==> src/rtl/leaves_mem_loader_pkg.sv <==
// Shared types and default sizes for the leaf memory write path.
// The leaf memory uses the same defaults, so both sides agree on the word layout.
package leaves_mem_loader_pkg;

  localparam int DEF_DATA_WIDTH = 11;
  localparam int DEF_LEAF_SIZE  = 8;
  localparam int DEF_PATCH_SIZE = 5;
  localparam int DEF_NUM_LEAVES = 64;
  localparam int DEF_ADDR_WIDTH = $clog2(DEF_NUM_LEAVES);

  typedef logic [DEF_PATCH_SIZE-1:0][DEF_DATA_WIDTH-1:0] patch_t;
  typedef patch_t [DEF_LEAF_SIZE-1:0] leaf_t;

  typedef enum logic [1:0] {
    IDLE  = 2'd0,
    FILL  = 2'd1,
    WRITE = 2'd2,
    DONE  = 2'd3
  } state_t;

endpackage

==> src/rtl/leaves_mem_loader_buf.sv <==
// leaf_pack_buf: LEAF_SIZE-slot patch register file. One indexed patch write
// per cycle, plus an optional zero-fill of every slot at or above zfrom.
// An indexed write takes priority over the zero-fill for the same slot.
module leaf_pack_buf
  import leaves_mem_loader_pkg::*;
#(
  parameter int DATA_WIDTH = DEF_DATA_WIDTH,
  parameter int PATCH_SIZE = DEF_PATCH_SIZE,
  parameter int LEAF_SIZE  = DEF_LEAF_SIZE,
  parameter int IDX_W      = $clog2(DEF_LEAF_SIZE)
)(
  input  logic                                           clk,
  input  logic                                           rst_n,
  input  logic                                           we,
  input  logic [IDX_W-1:0]                               widx,
  input  logic [PATCH_SIZE-1:0][DATA_WIDTH-1:0]          wpatch,
  input  logic                                           zf,
  input  logic [IDX_W:0]                                 zfrom,
  output logic [LEAF_SIZE-1:0][PATCH_SIZE-1:0][DATA_WIDTH-1:0] leaf
);

  logic [LEAF_SIZE-1:0][PATCH_SIZE-1:0][DATA_WIDTH-1:0] slots;

  // Slot storage: indexed write, else zero-fill of the unused tail of a leaf.
  always_ff @(posedge clk or negedge rst_n) begin
    if (!rst_n) begin
      slots <= '0;
    end else begin
      for (int i = 0; i < LEAF_SIZE; i++) begin
        if (we && (widx == IDX_W'(i))) begin
          slots[i] <= wpatch;
        end else if (zf && ((IDX_W+1)'(i) >= zfrom)) begin
          slots[i] <= '0;
        end
      end
    end
  end

  assign leaf = slots;

endmodule

==> src/rtl/leaves_mem_loader.sv <==
// leaves_mem_loader: packs LEAF_SIZE serially received patches into one
// leaf-wide word and writes it to the leaf memory at a sequential address.
// Optional feature macro: LEAVES_LOADER_FLUSH_EN adds the flush port, which
// closes a partial leaf (zero-padded) and ends the pass early.
module leaves_mem_loader
  import leaves_mem_loader_pkg::*;
#(
  parameter int DATA_WIDTH = DEF_DATA_WIDTH,
  parameter int LEAF_SIZE  = DEF_LEAF_SIZE,
  parameter int PATCH_SIZE = DEF_PATCH_SIZE,
  parameter int NUM_LEAVES = DEF_NUM_LEAVES,
  parameter int ADDR_WIDTH = $clog2(NUM_LEAVES)
)(
  input  logic                                  clk,
  input  logic                                  rst_n,
  input  logic                                  start,
  input  logic                                  in_valid,
  output logic                                  in_ready,
  input  logic [PATCH_SIZE-1:0][DATA_WIDTH-1:0] in_patch,
`ifdef LEAVES_LOADER_FLUSH_EN
  input  logic                                  flush,
`endif
  output logic                                  wen,
  output logic [ADDR_WIDTH-1:0]                 wadr,
  output logic [LEAF_SIZE-1:0][PATCH_SIZE-1:0][DATA_WIDTH-1:0] wdata,
  output logic                                  busy,
  output logic                                  done,
  output logic [ADDR_WIDTH:0]                   leaf_count
);

  localparam int PW = $clog2(LEAF_SIZE);

  state_t          state;
  logic [PW-1:0]   pidx;
  logic [ADDR_WIDTH-1:0] lidx;
  logic            end_pass;   // write in progress is the last one of the pass
  logic            hs;
  logic            last_slot;
  logic            flush_eff;
  logic [PW:0]     fill_cnt;   // slots occupied once this cycle's handshake lands

`ifdef LEAVES_LOADER_FLUSH_EN
  assign flush_eff = flush;
`else
  assign flush_eff = 1'b0;
`endif

  assign hs        = in_valid && in_ready;
  assign last_slot = (pidx == PW'(LEAF_SIZE-1));
  assign fill_cnt  = {1'b0, pidx} + {{PW{1'b0}}, hs};

  // Outputs decode directly from the state and index flops.
  assign in_ready = (state == FILL);
  assign wen      = (state == WRITE);
  assign busy     = (state != IDLE);
  assign done     = (state == DONE);
  assign wadr     = lidx;

  leaf_pack_buf #(
    .DATA_WIDTH (DATA_WIDTH),
    .PATCH_SIZE (PATCH_SIZE),
    .LEAF_SIZE  (LEAF_SIZE),
    .IDX_W      (PW)
  ) u_buf (
    .clk    (clk),
    .rst_n  (rst_n),
    .we     (hs),
    .widx   (pidx),
    .wpatch (in_patch),
    .zf     ((state == FILL) && flush_eff),
    .zfrom  (fill_cnt),
    .leaf   (wdata)
  );

  // Pass sequencing: fill a leaf, spend one cycle writing it, repeat, then pulse done.
  always_ff @(posedge clk or negedge rst_n) begin
    if (!rst_n) begin
      state      <= IDLE;
      pidx       <= '0;
      lidx       <= '0;
      leaf_count <= '0;
      end_pass   <= 1'b0;
    end else begin
      case (state)
        IDLE: begin
          if (start) begin
            state      <= FILL;
            pidx       <= '0;
            lidx       <= '0;
            leaf_count <= '0;
            end_pass   <= 1'b0;
          end
        end
        FILL: begin
          if (hs) begin
            pidx <= last_slot ? '0 : pidx + 1'b1;
          end
          if (hs && last_slot) begin
            state    <= WRITE;
            end_pass <= flush_eff;
          end else if (flush_eff && (fill_cnt != '0)) begin
            state    <= WRITE;
            end_pass <= 1'b1;
            pidx     <= '0;
          end else if (flush_eff) begin
            state <= DONE;
          end
        end
        WRITE: begin
          leaf_count <= leaf_count + 1'b1;
          if (end_pass || (lidx == ADDR_WIDTH'(NUM_LEAVES-1))) begin
            state <= DONE;
          end else begin
            lidx  <= lidx + 1'b1;
            state <= FILL;
          end
        end
        DONE: begin
          state <= IDLE;
        end
        default: state <= IDLE;
      endcase
    end
  end

endmodule

==> config.mk <==
export PLATFORM = sky130hd
export DESIGN_NAME = leaves_mem_loader
export DESIGN_NICKNAME = d
export VERILOG_FILES = /design/src/rtl/leaves_mem_loader_pkg.sv /design/src/rtl/leaves_mem_loader_buf.sv /design/src/rtl/leaves_mem_loader.sv
export SDC_FILE = /design/constraint.sdc
export NUM_CORES = 1
export LEC_CHECK = 0
export ABC_AREA = 1
export CORE_ASPECT_RATIO = 0.6
export CORE_MARGIN = 2
export CORE_UTILIZATION = 40
export CTS_BUF_LIST = sky130_fd_sc_hd__clkbuf_4 sky130_fd_sc_hd__clkbuf_8
export CTS_CLUSTER_DIAMETER = 100
export DETAILED_ROUTE_END_ITERATION = 10
export GPL_ROUTABILITY_DRIVEN = 0
export GPL_TIMING_DRIVEN = 0
export PLACE_DENSITY = 0.69
export SLEW_MARGIN = 10
export SYNTH_ARGS = -nofsm -noshare
export SYNTH_HDL_FRONTEND = slang
export SYNTH_SLANG_ARGS = --single-unit
==> constraint.sdc <==
create_clock -name clk -period 1.83 [get_ports clk]
set_clock_uncertainty 0.15 [all_clocks]
set_input_delay 0.366 -clock clk [delete_from_list [all_inputs] [get_ports clk]]
set_output_delay 0.366 -clock clk [all_outputs]
set_load 0.02 [all_outputs]
==> flow_metrics.tcl <==
set metrics [dict create \
    status "finished with violations" \
    violations "hold timing, setup timing" \
    dieHeight_um 166 \
    peakVddDrop_mv 0.975 \
    ff2ff_path_depth 7 \
    dr.pass1.iters 5 \
    ys_seq_area_frac 0.656 \
    wire_per_inst_um 20.8 \
    yosys_warnings 0 \
    clock_latency_ns 0.60 \
    fin_tns_setup_ns -12.75 \
    busiest_layer "met2" \
    drc 0 \
    die_area_um2 45400 \
    nets 2499 \
    ios 516 \
    crit_fanout 10 \
    grtUsageMet1 0.376 \
    rsz0062_at_grt "yes" \
    grt_usage 0.276 \
    post_synth_num_cell_types 23 \
    cts_tree "yes" \
    startpoint_type "flop" \
    vias 15226 \
    grt_pass1_vias 15260 \
    start_util 0.404 \
    r2r-start "state[1]" \
    dpl.hpwl_um 46100 \
    drt-total-wl_um 63700 \
    hold_viol 136 \
    antenna_cells 0 \
    setup_viol 428 \
    antenna_found_initial 1 \
    drive_above_1_share 0.120 \
    r2r_end "u_buf.leaf[342]" \
    netlist_instances 1828 \
    rows 59 \
    vias_per_cell 4.97 \
    grt_overflow 0 \
    final_max_slew_viol_count 0 \
    fin_util 0.580 \
    fin_ws_ns -0.129 \
    place_ws_ns -0.816 \
    startpoint "state[1]" \
    tightest_slew_ns 0.606 \
    cts_buffer_depth 3 \
    grt_pass1_wl_um 95300 \
    cts_sinks 458 \
    p_leak_uw 0.0127 \
    ant_nets 0 \
    drtIter0Drc 1299 \
    max_freq_ghz 0.510 \
    power_density_nw_per_um2 1940 \
    numCtsBuffers 71 \
    syn_nets 1895 \
    grt_util_met2 0.439 \
    cp.required_ns 2.18 \
    finalCriticalPeriod_ns 1.96 \
    syn_avg_cell_area_um2 9.56 \
    hold_ws_ns -0.477 \
    critPathKind "reg2reg" \
    dieWidth_um 274 \
    r2r_setup_slack_ns -0.13 \
    met3_usage 0.0623 \
    arrival_ns 2.31 \
    numPortBuffers 515 \
    htree_levels 3 \
    maxCapViolCount 0 \
    synthesis.area_um2 17500 \
    grt_max_degree 109 \
    area_delta_synth_final_pct 43.6 \
    hold_class "in2async" \
    core_um2 43300 \
    slew_headroom 0.596 \
    post-route-period-util 1.07 \
    finalPower_uw 48700 \
    ys_ff_latch 458 \
    root_buffer "clkbuf_8" \
    endpoint_kind "flop" \
    clkSlewWorstSetupHoldPaths_ns 0.06 \
]
-- worst max-delay path, cell delays in order (launching register included) --
cell     delay (ns)
dfrtp_2        0.47
nor2_4         0.20
nand2_8        0.12
nor3_4         0.36
buf_12         0.22
buf_12         0.15
nand2_1        0.06
o21ai_0        0.09
-- registers in the layout, indices dropped and copies added, names as in the netlist --
| register | count |
|---|---|
| leaf_count | 7 |
| pidx | 3 |
| u_buf.leaf | 440 |
| wadr | 6 |
| state | 2 |
-- layer usage --
metal  share of wire  up-vias
li1                -     6906
met1            0.42     7584
met2            0.47      626
met3           0.080      110
met4           0.030        0
met5               0        -
-- final cells by class --
class	instances	area [um^2]
flip-flops and latches	458	11500
repair buffers	531	4830
well taps	579	724
inverters	296	1120
plain buffers	96	985
multi-input cells	978	4450
clock buffers	111	1400
fillers	3803	18100
clock inverters	15	141
-- synth_stat cells --
cell | count | area (um^2)
dfrtp_1 | 458 | 11500
nand2_1 | 372 | 1400
inv_1 | 292 | 1100
o21ai_0 | 241 | 1210
nor2_1 | 122 | 458
a21oi_1 | 113 | 566
o21ai_1 | 100 | 500
buf_2 | 62 | 310
buf_4 | 24 | 180
nand3_1 | 11 | 55.1
ha_1 | 8 | 100
clkbuf_1 | 7 | 26.3
nor3_2 | 4 | 40.0
clkbuf_2 | 3 | 15.0
inv_2 | 3 | 11.3
a32o_1 | 1 | 10.0
clkinv_1 | 1 | 3.75
nand2_4 | 1 | 11.3
nand4_1 | 1 | 6.26
nor2_4 | 1 | 11.3
nor3_1 | 1 | 5.00
o22ai_1 | 1 | 6.26
or2_2 | 1 | 6.26
-- worst max path at each step --
stage	end	cells past startpoint
after floorplan	u_buf.leaf[387]	8
after global placement	u_buf.leaf[332]	1
after detailed placement	u_buf.leaf[146]	7
after CTS	u_buf.leaf[278]	8
after global routing	u_buf.leaf[348]	6
final	u_buf.leaf[342]	7
-- what timing repair did --
| action | in CTS | in global routing |
|---|---|---|
| pin swaps | 3 | 5 |
| gates cloned | 1 | 3 |
| hold endpoints to repair | 138 | 57 |
| resized for setup | 615 | 171 |
| setup endpoints to repair | 892 | 990 |
| setup buffers | 6 | 2 |
-- logic make-up after synthesis --
group | synth area share
buffers and inverters | 0.0940
AOI/OAI and AO/OA | 0.131
DFF | 0.656
adders and majority gates | 0.00573
and+or+nand+nor | 0.114
-- where the power goes --
part	internal, uW	leakage (uW)	switching (uW)
Clock	5150	0.000805	4090
Combinational	7760	0.00641	13900
Sequential	15000	0.00547	2690
Total	27900	0.0127	20700
-- cells in the final DEF, fill, tap and decap left out, drive strengths merged --
cell,instances
buf,108
or2,1
nand3,11
nand4,1
clkdlybuf4s15,15
nor3,5
clkinvlp,5
dlygate4sd2,423
clkbuf,135
o22ai,1
a32o,1
a21oi,113
nor2,123
ha,8
o21ai,341
nand2,373
clkdlybuf4s50,57
dfrtp,458
inv,296
clkinv,8
bufinv,2
-- per-stage QoR --
stage / std cells / instance area, um^2
after floorplan: 1828 / 17500
after global placement: 2922 / 23400
after detailed placement: 2926 / 23500
after CTS: 3059 / 24700
after global routing: 3064 / 25100
final: 3064 / 25100
Power figures use the tool's default switching activity.
